## config.mk

```make
export PLATFORM = sky130hd
export DESIGN_NAME = ps2_host_tx
export DESIGN_NICKNAME = d
export VERILOG_FILES = /design/src/rtl/ps2_host_tx.sv
export SDC_FILE = /design/constraint.sdc
export NUM_CORES = 1
export LEC_CHECK = 0
export BUFFER_PORTS_ARGS = -buffer_cell sky130_fd_sc_hd__buf_2
export CAP_MARGIN = 30
export CORE_ASPECT_RATIO = 0.6
export CORE_MARGIN = 2
export CORE_UTILIZATION = 30
export DETAILED_ROUTE_END_ITERATION = 16
export PLACE_DENSITY = 0.44
export SLEW_MARGIN = 20
export SYNTH_ARGS = -nofsm -noshare
export SYNTH_HDL_FRONTEND = slang
export SYNTH_SLANG_ARGS = --single-unit
```

## constraint.sdc

```tcl
create_clock -name CLOCK_27 -period 2.6 [get_ports CLOCK_27]
set_clock_uncertainty 0.15 [all_clocks]
set_input_delay 0.52 -clock CLOCK_27 [delete_from_list [all_inputs] [get_ports CLOCK_27]]
set_output_delay 0.52 -clock CLOCK_27 [all_outputs]
set_load 0.005 [all_outputs]
```

## src/rtl/ps2_host_tx.sv

```systemverilog
`default_nettype none
// ============================================================================
// Module   : ps2_host_tx
// Brief    : PS/2 host-to-device command transmitter: clock inhibit,
//            request-to-send, 11-bit frame, device ACK and timeout, driven
//            open-drain via *_oe. Macro PS2_TX_RETRY_EN adds one retry.
// Revision : 1.0 - initial release
// ============================================================================
module ps2_host_tx #(
    parameter int INHIBIT_CYCLES = 2700,
    parameter int RTS_CYCLES     = 27,
    parameter int TIMEOUT_CYCLES = 405000
) (
    input  logic       CLOCK_27,
    input  logic       reset,
    input  logic       tx_start,
    input  logic [7:0] tx_data,
    input  logic       ps2_clk_in,
    input  logic       ps2_dat_in,
    output logic       ps2_clk_oe,
    output logic       ps2_dat_oe,
    output logic       busy,
    output logic       done,
    output logic       error
);

    localparam int c_MAX_A   = (INHIBIT_CYCLES > RTS_CYCLES) ? INHIBIT_CYCLES : RTS_CYCLES;
    localparam int c_CNT_MAX = (TIMEOUT_CYCLES > c_MAX_A) ? TIMEOUT_CYCLES : c_MAX_A;
    localparam int c_CNT_W   = $clog2(c_CNT_MAX + 1);

    localparam logic [c_CNT_W-1:0] c_INHIBIT_LAST = c_CNT_W'(INHIBIT_CYCLES - 1);
    localparam logic [c_CNT_W-1:0] c_RTS_LAST     = c_CNT_W'(RTS_CYCLES - 1);
    localparam logic [c_CNT_W-1:0] c_TIMEOUT_LAST = c_CNT_W'(TIMEOUT_CYCLES - 1);

    localparam logic [2:0] S_IDLE    = 3'd0;
    localparam logic [2:0] S_INHIBIT = 3'd1;
    localparam logic [2:0] S_RTS     = 3'd2;
    localparam logic [2:0] S_SEND    = 3'd3;
    localparam logic [2:0] S_ACK     = 3'd4;
    localparam logic [2:0] S_RELEASE = 3'd5;

    logic               r_clk_meta, r_clk_sync, r_clk_prev;
    logic               r_dat_meta, r_dat_sync;
    logic [2:0]         r_state;
    logic [c_CNT_W-1:0] r_cnt;
    logic [3:0]         r_bit_cnt;
    logic [9:0]         r_frame;
    logic               r_nack;
    logic               r_clk_oe, r_dat_oe, r_busy, r_done, r_error;

    logic w_clk_fall, w_wait_state, w_progress, w_timeout;
    logic w_release_done, w_fail, w_success, w_retry, w_accept;

    // Idle bus is high, so synchronizers reset to 1 to avoid a false edge.
    always_ff @(posedge CLOCK_27) begin
        if (reset) begin
            r_clk_meta <= 1'b1;
            r_clk_sync <= 1'b1;
            r_clk_prev <= 1'b1;
            r_dat_meta <= 1'b1;
            r_dat_sync <= 1'b1;
        end else begin
            r_clk_meta <= ps2_clk_in;
            r_clk_sync <= r_clk_meta;
            r_clk_prev <= r_clk_sync;
            r_dat_meta <= ps2_dat_in;
            r_dat_sync <= r_dat_meta;
        end
    end

    assign w_clk_fall     = r_clk_prev & ~r_clk_sync;
    assign w_accept       = (r_state == S_IDLE) & tx_start & ~r_done;
    assign w_wait_state   = (r_state == S_SEND) | (r_state == S_ACK) | (r_state == S_RELEASE);
    assign w_release_done = (r_state == S_RELEASE) & r_clk_sync & r_dat_sync;

    always_comb begin
        w_progress = 1'b0;
        case (r_state)
            S_SEND, S_ACK: w_progress = w_clk_fall;
            S_RELEASE:     w_progress = r_clk_sync & r_dat_sync;
            default:       w_progress = 1'b0;
        endcase
    end

    assign w_timeout = w_wait_state & ~w_progress & (r_cnt == c_TIMEOUT_LAST);
    assign w_fail    = w_timeout | (w_release_done & r_nack);
    assign w_success = w_release_done & ~r_nack;

`ifdef PS2_TX_RETRY_EN
    logic r_retry;

    always_ff @(posedge CLOCK_27) begin
        if (reset) begin
            r_retry <= 1'b0;
        end else if (w_accept) begin
            r_retry <= 1'b0;
        end else if (w_fail) begin
            r_retry <= 1'b1;
        end
    end

    assign w_retry = w_fail & ~r_retry;
`else
    assign w_retry = 1'b0;
`endif

    always_ff @(posedge CLOCK_27) begin
        if (reset) begin
            r_state   <= S_IDLE;
            r_cnt     <= '0;
            r_bit_cnt <= '0;
            r_frame   <= '0;
            r_nack    <= 1'b0;
            r_clk_oe  <= 1'b0;
            r_dat_oe  <= 1'b0;
            r_busy    <= 1'b0;
            r_done    <= 1'b0;
            r_error   <= 1'b0;
        end else begin
            r_done <= 1'b0;
            case (r_state)
                S_IDLE: begin
                    if (w_accept) begin
                        // Frame bits in transmit order: data LSB first, odd parity, stop.
                        r_frame   <= {1'b1, ~^tx_data, tx_data};
                        r_bit_cnt <= '0;
                        r_cnt     <= '0;
                        r_error   <= 1'b0;
                        r_busy    <= 1'b1;
                        r_clk_oe  <= 1'b1;
                        r_dat_oe  <= 1'b0;
                        r_state   <= S_INHIBIT;
                    end
                end
                S_INHIBIT: begin
                    if (r_cnt == c_INHIBIT_LAST) begin
                        r_cnt    <= '0;
                        r_dat_oe <= 1'b1;
                        r_state  <= S_RTS;
                    end else begin
                        r_cnt <= r_cnt + 1'b1;
                    end
                end
                S_RTS: begin
                    if (r_cnt == c_RTS_LAST) begin
                        r_cnt    <= '0;
                        r_clk_oe <= 1'b0;
                        r_state  <= S_SEND;
                    end else begin
                        r_cnt <= r_cnt + 1'b1;
                    end
                end
                S_SEND: begin
                    if (w_clk_fall) begin
                        r_cnt    <= '0;
                        r_dat_oe <= ~r_frame[r_bit_cnt];
                        if (r_bit_cnt == 4'd9) begin
                            r_state <= S_ACK;
                        end else begin
                            r_bit_cnt <= r_bit_cnt + 4'd1;
                        end
                    end else begin
                        r_cnt <= r_cnt + 1'b1;
                    end
                end
                S_ACK: begin
                    if (w_clk_fall) begin
                        r_cnt   <= '0;
                        r_nack  <= r_dat_sync;
                        r_state <= S_RELEASE;
                    end else begin
                        r_cnt <= r_cnt + 1'b1;
                    end
                end
                S_RELEASE: begin
                    if (!w_release_done) begin
                        r_cnt <= r_cnt + 1'b1;
                    end
                end
                default: r_state <= S_IDLE;
            endcase

            // Completion and failure override whatever the state branch chose.
            if (w_retry) begin
                r_state   <= S_INHIBIT;
                r_cnt     <= '0;
                r_bit_cnt <= '0;
                r_clk_oe  <= 1'b1;
                r_dat_oe  <= 1'b0;
            end else if (w_fail || w_success) begin
                r_state  <= S_IDLE;
                r_cnt    <= '0;
                r_clk_oe <= 1'b0;
                r_dat_oe <= 1'b0;
                r_busy   <= 1'b0;
                r_done   <= 1'b1;
                r_error  <= w_fail;
            end
        end
    end

    assign ps2_clk_oe = r_clk_oe;
    assign ps2_dat_oe = r_dat_oe;
    assign busy       = r_busy;
    assign done       = r_done;
    assign error      = r_error;

endmodule

`default_nettype wire

```

=== After elaboration in Yosys (flattened, before gate mapping) ===
Cells that the tools add are included.
W data, S select, Z words.

* Register bits after elaboration: 47
* Input port bits: 13
* Output and inout bits: 5
* Logic and storage cells: 103

* Add/subtract/negate cells: 2
* Order comparisons: 1
* Eq/ne operators: 17
* Multiplexer cells: 30
* Bitwise logic cells: 19
* Reductions and logical operators: 19

{| class="wikitable"
|+ Operators by type and width
! cell !! count
|-
| $mux W19 || 5
|-
| $pmux W19 S5 || 1
|-
| $add A19 B1 Y19 const B || 1
|-
| $eq A19 B12 Y1 const B || 1
|-
| $eq A19 B19 Y1 const B || 1
|-
| $eq A19 B5 Y1 const B || 1
|-
| $mux W3 || 6
|-
| $pmux W3 S6 || 1
|-
| $ne A2 B2 Y1 const B || 7
|-
| $mux W4 || 3
|-
| $and A1 B1 Y1 || 10
|-
| $mux W1 || 9
|-
| $pmux W4 S2 || 1
|-
| $reduce_and A4 Y1 || 2
|-
| $reduce_bool A2 Y1 || 4
|-
| $reduce_xnor A8 Y1 || 1
|-
| $reduce_and A7 Y1 || 1
|-
| $eq A3 B2 Y1 const B || 2
|-
| $eq A3 B3 Y1 const B || 2
|-
| $not A1 Y1 || 6
|-
| $reduce_and A2 Y1 || 3
|-
| $reduce_and A3 Y1 || 2
|-
| $lt A4 B5 Y1 const B || 1
|-
| $reduce_bool A5 Y1 || 1
|-
| 12 further kinds || 16
|}

=== Logic depth before layout (Yosys ltp) ===
Gate-level depths: netlist of run 1.

* Depth after elaboration: 10
* Depth in mapped cells: 8
* Depth with buffers taken out: 7

=== Least setup slack after synthesis of run 1 ===
Ideal clock, no wire load.

* Path type: register to register
* Start point: register r_cnt[0]
* End point: register r_cnt[0]
* Setup time: 0.115 ns
* Arrival: 2.137 ns
* Data required time: 2.335 ns
* Setup slack: 0.198 ns
* Stages on the path, launching flop included: 9
* Path buffers: 1
* Clock period less this slack: 2.402 ns
* Cells stage by stage: dfxtp_1 > inv_1 > ha_1 > or4b_1 > nor4_1 > a21oi_1 > o41ai_4 > buf_6 > nor2_1

* Longest elaborated chain between the ends: 5
* Elaborated cells on any way between the ends: 13
* Those cells by class: add/sub (1); eq/ne (3); mux (5); bitwise (2); reduce/logical (2)

{| class="wikitable"
|+ RTL lines
! item !! line !! RTL
|-
| start: declaration || 45 || <nowiki>logic [c_CNT_W-1:0] r_cnt;</nowiki>
|-
| start signal: assignment || 141 || <nowiki>r_cnt <= r_cnt + 1'b1;</nowiki>
|-
| start signal: assignment || 150 || <nowiki>r_cnt <= r_cnt + 1'b1;</nowiki>
|-
| start signal: assignment || 163 || <nowiki>r_cnt <= r_cnt + 1'b1;</nowiki>
|-
| branches (longest 5 deep; another with $add A19 B1 Y19) || n/a ||
|}

Parallel ways; which one is timed is not known. The select of a mux whose other input is x is not followed.
A chain may end at the register's enable or synchronous reset.

=== Worst setup path after layout of run 1 ===
* Start point: register r_cnt[0]
* End point: register r_cnt[9]

Same word-level chain as after synthesis.

==> results of run 1 <==
cell usage in the layout, fill, tap and decap left out, types with 4 or more instances in the layout:
cell type  count
a21oi_1       17
buf_4         11
buf_2         18
nor3_1         8
nor4_1         6
dfxtp_1       47
or2_2          8
nor2_1        33
and2_1         4
inv_1          8
nand3b_1       4
nand4_1        8
nand3_1       11
xor2_1         8
nand2_1       29
xnor2_1       17
clkbuf_16      5
ha_1           4
nand2b_1       4
area by class of cell:
| type | count | area, um^2 | area share |
|---|---|---|---|
| Multi-Input combinational cell | 212 | 1400 | 0.495 |
| Tap cell | 108 | 135 | 0.0479 |
| Clock buffer | 6 | 139 | 0.0493 |
| Sequential cell | 47 | 941 | 0.334 |
| Timing Repair Buffer | 29 | 173 | 0.0613 |
| Clock inverter | 1 | 5.00 | 0.00178 |
| Inverter | 8 | 30.0 | 0.0107 |
sequential cells by signal, indices dropped and copies added (netlist names), 3 cells and up:
name       cells
r_bit_cnt      4
r_frame       10
r_state        3
r_cnt         19
stage by stage:
| step | power, W | instance area, um^2 | cells | setup WS [ns] | hold WS [ns] |
|---|---|---|---|---|---|
| final | 0.00161 | 2820 | 411 | 0.155 | 0.259 |
| after global routing | 0.00170 | 2820 | 411 | 0.0444 | 0.261 |
| after CTS | 0.00163 | 2800 | 411 | 0.0172 | 0.258 |
| after detailed placement | 0.000994 | 2660 | 404 | 0.0301 | 0.243 |
| after global placement | 0.000997 | 2650 | 403 | 0.0551 | 0.242 |
| after floorplan | 0.000926 | 2390 | 277 | 0.198 | 0.239 |
cells in the mapped netlist, types with 7 or more instances:
cell	count	area (um^2)
nand2_1	29	109
nor4_1	7	43.8
nor3_1	8	40.0
xnor2_1	17	149
dfxtp_1	47	941
or2_2	8	50.1
nand4_1	8	50.1
inv_1	8	30.0
a21oi_1	18	90.1
xor2_1	8	70.1
nor2_1	33	124
clkbuf_1	8	30.0
nand3_1	11	55.1
per-layer routing:
layer	wire length, um	vias up	share of wire
li1	-	1037	-
met1	3620	922	0.61
met2	2000	42	0.34
met4	42	0	0.0071
met3	279	4	0.047
met5	0	-	0
worst max-delay path, stage by stage (launching register included):
cell and delay [ns]:
dfxtp_1 0.34, inv_1 0.07, ha_1 0.20, or4b_1 0.50, nor4_4 0.29, a21oi_2 0.14, o41ai_4 0.33, buf_4 0.24
nor2_1 0.06
where the power goes:
| group | internal, W | leakage [nW] | switching (W) | total [W] |
|---|---|---|---|---|
| sequential | 0.000749 | 0.383 | 0.0000271 | 0.000776 |
| combinational | 0.0000887 | 0.527 | 0.000114 | 0.000203 |
| clock | 0.000375 | 0.0727 | 0.000259 | 0.000634 |
| total | 0.00121 | 0.983 | 0.000400 | 0.00161 |
what timing repair did:
| action | CTS | global route |
|---|---|---|
| hold buffers | 0 | 0 |
| endpoints found under the hold margin | 0 | 0 |
| gates resized for setup | 0 | 3 |
| endpoints found under the setup margin | 0 | 19 |
cells by family (layout without fill, tap and decap cells):
family / Yosys count / in the layout / synth area share
buf+inv: 18 / 44 / 0.0319
fa+ha+maj: 4 / 4 / 0.0209
compound gates: 41 / 41 / 0.121
mux: 4 / 4 / 0.0282
flops: 47 / 47 / 0.393
xor+xnor: 25 / 25 / 0.0914
simple gates: 138 / 138 / 0.314
worst max-delay path by stage:
stage          slack, ns                      to             startpoint
3_3_place_gp        0.06   r_cnt[5]$_SDFFE_PP0P_  r_cnt[0]$_SDFFE_PP0P_
5_1_grt             0.04   r_cnt[9]$_SDFFE_PP0P_  r_cnt[0]$_SDFFE_PP0P_
6_report            0.15   r_cnt[9]$_SDFFE_PP0P_  r_cnt[0]$_SDFFE_PP0P_
3_5_place_dp        0.03   r_cnt[3]$_SDFFE_PP0P_  r_cnt[0]$_SDFFE_PP0P_
2_1_floorplan       0.20   r_cnt[0]$_SDFFE_PP0P_  r_cnt[0]$_SDFFE_PP0P_
4_1_cts             0.02  r_cnt[11]$_SDFFE_PP0P_  r_cnt[0]$_SDFFE_PP0P_
==> summary.txt, run 1 <==
Floorplan
  • # rows: 25
  • DIE WIDTH: approximately 120 um
  • Core ar.: between 7000 and 8000 um^2
  • Die Area: between 8000 and 9000 um^2
  • Die height: 73.2 um
  • Initial core utilization: 0.306
  • Top-Level Pins: 18

GRT
  • GR peak layer: met1
  • Largest net degree at the start of global routing: 24
  • Antenna violations before repair: 0
  • GRT met3 Usage: 0.0352
  • Grt met1 use: 0.242
  • First-pass GRT wire length: approximately 9700 um
  • Met2 Resource Use GR: 0.170
  • GRT Util Overall: 0.142
  • Vias in the first global route: around 1800
  • GRT Residual Overflow: 0

CTS
  • Post-CTS Repair Setup Buffers: 0
  • Total CTS buffers: 5
  • CTS sink cnt: 47
  • Clk buf depth: 2
  • CTS tree: yes
  • CTS H-Tree Depth: 2
  • Clock Latency Late Sink: 0.28 ns
  • Clock root buffer: clkbuf_16
  • Clk slew on worst S/H paths: around 0.06 ns

Hold path
  • Hold depth: 1
  • HP Class: reg2reg
  • HP Start: r_clk_meta$_SDFF_PP1_
  • Hold Path End: r_clk_sync$_SDFF_PP1_

Finish
  • Area Overhead vs Synth: 17.7%
  • Nets: 320
  • Fillers: between 800 and 900
  • Final Core Density: 0.360
  • Share of layout cells above drive strength 1: 0.191
  • Antenna Cells: 0

Placement
  • GPL Wtd Cong: about 0.87
  • I/O Buffers: 17
  • Final HPWL DP: 4540 um

Power and ir drop
  • Leakage power: between 0.9 and 1 nW
  • Power per cell area: roughly 570 nW/um^2
  • Peak VDD IR: approximately 0.22 mV

Worst setup path
  • CP startpoint kind: register
  • Crit path capture type: register
  • Reg2reg end: r_cnt[9]$_SDFFE_PP0P_
  • RR Startpoint: r_cnt[0]$_SDFFE_PP0P_
  • Crit Path Class: reg2reg
  • CP max FO: 11
  • Cells on worst reg2reg path: 8
  • CP Data Required Time: roughly 2.6 ns
  • Setup slack, reg-to-reg: between 0.15 and 0.2 ns
  • Crit path DAT: 2.47 ns

Timing
  • Sum Neg Setup Slack: 0 ns
  • Slew @ Worst Pin: between 0.8 and 0.9 ns
  • Final Hold Viols: 0
  • Fmax: a little over 0.4 GHz
  • RSZ-0062 raised after global routing: no
  • Final worst path period share: 0.941
  • Slew headroom: 0.409
  • Max Transition Viols Final: 0
  • Period minus WS final: roughly 2.4 ns
  • Final setup violation count: 0

Flow run
  • Max cap viols: 0

Synthesis
  • Mapped cell area: roughly 2400 um^2
  • Cell variety after synth: 53
  • Syn Nets: slightly below 300
  • Synth Instances: between 200 and 300
  • Post-synthesis sequential area ratio: 0.393
  • FF+latch count, synth: 47
  • Syn Area/Cell: ~8.6 um^2
  • FFs w/ async S/R, synth: 0
  • EDFF count, synth: 0
  • Top_reg_cell synth: dfxtp_1
  • Synth warnings: 0

Drt
  • Routed wire per std cell: around 14 um
  • DR vias/cell: around 4.9
  • DRT Pass-1 Iters: 4
  • DRC violations left: 0
  • Iter 0 DRT Violations: roughly 140
  • Vias: approximately 2000
  • Routed Wire Length: 5950 um
  • Final ANT Viol Nets: 0

Status
  • Status: finished clean
Note: power is estimated with default switching activity, not from simulation.
==> run 2: changes to the inputs <==
- CORE_UTILIZATION: 30 -> 45
- PLACE_DENSITY: 0.44 -> 0.61
==> summary.txt, run 2 (same netlist as run 1, synthesis figures left out) <==
Worst setup path
  • CP startpoint kind: register (unchanged)
  • Crit path DAT: 2.43 ns (was 2.47 ns)
  • Worst Setup SP: r_cnt[14]$_SDFFE_PP0P_ (was r_cnt[0]$_SDFFE_PP0P_)
  • Setup slack, reg-to-reg: 0.21 ns (was 0.15 ns)
  • Setup crit end: r_cnt[1]$_SDFFE_PP0P_ (was r_cnt[9]$_SDFFE_PP0P_)
  • RR Startpoint: r_cnt[14]$_SDFFE_PP0P_ (was r_cnt[0]$_SDFFE_PP0P_)
  • CP max FO: 19 (was 11)
  • CP Data Required Time: 2.64 ns (was 2.63 ns)
  • Crit Path Class: reg2reg (unchanged)
  • Reg2reg end: r_cnt[1]$_SDFFE_PP0P_ (was r_cnt[9]$_SDFFE_PP0P_)
  • Cells on worst reg2reg path: 6 (was 8)
  • Crit path capture type: register (unchanged)

Timing
  • Final setup violation count: 0 (unchanged)
  • Slew @ Worst Pin: 0.927 ns (was 0.884 ns)
  • RSZ-0062 raised after global routing: no (unchanged)
  • Period minus WS final: 2.39 ns (was 2.45 ns)
  • Slew headroom: 0.377 (was 0.409)
  • Max Transition Viols Final: 0 (unchanged)
  • Final worst path period share: 0.919 (was 0.941)
  • Sum Neg Setup Slack: 0 ns (unchanged)
  • Fmax: 0.419 GHz (was 0.409 GHz)
  • Final Hold Viols: 0 (unchanged)

Drt
  • DRC violations left: 0 (unchanged)
  • DRT Pass-1 Iters: 4 (unchanged)
  • Vias: 2017 (was 2005)
  • Final ANT Viol Nets: 0 (unchanged)
  • Iter 0 DRT Violations: 160 (was 139)
  • Routed wire per std cell: 14.8 um (was 14.5 um)
  • DR vias/cell: 5.47 (was 4.88)
  • Routed Wire Length: 5450 um (was 5950 um)

Finish
  • Max reg flops: 19 (unchanged)
  • Share of layout cells above drive strength 1: 0.185 (was 0.191)
  • Largest register by flop count: r_cnt (unchanged)
  • Area Overhead vs Synth: 12.9% (was 17.7%)
  • Antenna Cells: 0 (unchanged)
  • Commonest non-fill, non-tap cell in the layout: dfxtp_1 (unchanged)
  • Largest regs: r_cnt x19, r_frame x10, r_bit_cnt x4 (unchanged)
  • Commonest non-fill, non-tap cells in the layout: dfxtp_1, nor2_1, nand2_1, a21oi_1 (was dfxtp_1, nor2_1, nand2_1, buf_2)
  • Fillers: 499 (was 837)
  • Final Instance Area: 2700 um^2 (was 2820 um^2)
  • Nets: 319 (was 320)

CTS
  • Clk slew on worst S/H paths: 0.09 ns (was 0.06 ns)
  • CTS H-Tree Depth: 2 (unchanged)
  • Clk buf depth: 2 (unchanged)
  • Clock root buffer: clkbuf_8 (was clkbuf_16)
  • Cts hold-fix bufs: 0 (unchanged)
  • CTS tree: yes (unchanged)
  • CTS sink cnt: 47 (unchanged)
  • Post-CTS sizing: 0 (unchanged)
  • Clock Latency Late Sink: 0.30 ns (was 0.28 ns)
  • Post-CTS Repair Setup Buffers: 0 (unchanged)
  • Total CTS buffers: 5 (unchanged)

GRT
  • Vias in the first global route: 1874 (was 1815)
  • Largest net degree at the start of global routing: 24 (unchanged)
  • First-pass GRT wire length: 9330 um (was 9690 um)
  • GRT Residual Overflow: 0 (unchanged)
  • GRT Util Overall: 0.202 (was 0.142)
  • Antenna violations before repair: 0 (unchanged)

Floorplan
  • Core ar.: 5100 um^2 (was 7820 um^2)
  • DIE WIDTH: 98.2 um (was 119 um)
  • Initial core utilization: 0.469 (was 0.306)
  • Die Area: 5940 um^2 (was 8740 um^2)
  • # rows: 20 (was 25)
  • Die height: 60.5 um (was 73.2 um)
  • Top-Level Pins: 18 (unchanged)

Power and ir drop
  • Power per cell area: 524 nW/um^2 (was 572 nW/um^2)
  • Leakage power: 0.954 nW (was 0.983 nW)
  • Peak VDD IR: 0.256 mV (was 0.225 mV)

Status
  • Status: finished clean (unchanged)

Placement
  • Area after DPL: 2610 um^2 (was 2660 um^2)
  • Final HPWL DP: 4110 um (was 4540 um)
  • I/O Buffers: 17 (unchanged)
  • GPL Wtd Cong: 0.850 (was 0.867)

Hold path
  • Hold depth: 2 (was 1)
  • HP Class: in2reg (was reg2reg)

Flow run
  • Max cap viols: 0 (unchanged)
[run 2: layout make-up]
cell class | count | area [um^2] | share of cell area
Tap cell | 66 | 82.6 | 0.0306
Timing Repair Buffer | 28 | 180 | 0.0667
Multi-Input combinational cell | 212 | 1380 | 0.512
Clock buffer | 6 | 72.6 | 0.0269
Inverter | 8 | 30.0 | 0.0111
Sequential cell | 47 | 941 | 0.348
Clock inverter | 2 | 12.5 | 0.00463
[run 2: how the worst min path moves through the flow]
| stage | startpoint | end | slack [ns] |
|---|---|---|---|
| floorplan | r_clk_meta$_SDFF_PP1_ | r_clk_sync$_SDFF_PP1_ | 0.24 |
| global placement | r_clk_meta$_SDFF_PP1_ | r_clk_sync$_SDFF_PP1_ | 0.24 |
| detailed placement | r_dat_meta$_SDFF_PP1_ | r_dat_sync$_SDFF_PP1_ | 0.25 |
| CTS | ps2_clk_in | r_clk_meta$_SDFF_PP1_ | 0.24 |
| global route | ps2_dat_in | r_dat_meta$_SDFF_PP1_ | 0.23 |
| finish | ps2_clk_in | r_clk_meta$_SDFF_PP1_ | 0.24 |
[run 2: routing by layer]
layer / up-vias / track usage / wire length [um]
li1: 1036 / - / -
met1: 929 / 0.325 / 3110
met2: 48 / 0.266 / 2030
met3: 4 / 0.0449 / 269
met4: 0 / 0.0528 / 38
met5: - / 0 / 0
[run 2: stage by stage]
| stage | worst slack (ns) | util | hold slack [ns] | power (W) | instances |
|---|---|---|---|---|---|
| 6_report | 0.212 | 0.529 | 0.242 | 0.00142 | 369 |
| 5_1_grt | 0.0843 | 0.529 | 0.229 | 0.00148 | 369 |
| 4_1_cts | 0.172 | 0.528 | 0.238 | 0.00142 | 369 |
| 3_5_place_dp | 0.189 | 0.512 | 0.248 | 0.000990 | 361 |
| 3_3_place_gp | 0.252 | 0.512 | 0.241 | 0.000988 | 361 |
| 2_1_floorplan | 0.198 | - | 0.239 | 0.000926 | 277 |
[run 2: worst max-delay path, cell delays in order (launching register included)]
cell      delay [ns]
dfxtp_1         0.37
or4_4           0.55
nor4_4          0.35
a21oi_1         0.23
o41ai_4         0.37
buf_12          0.20
a211oi_1        0.06
[run 2: where the power goes]
group | switching [W] | internal, W
combinational | 0.000108 | 0.0000894
sequential | 0.0000286 | 0.000748
clock | 0.000252 | 0.000188
total | 0.000389 | 0.00103
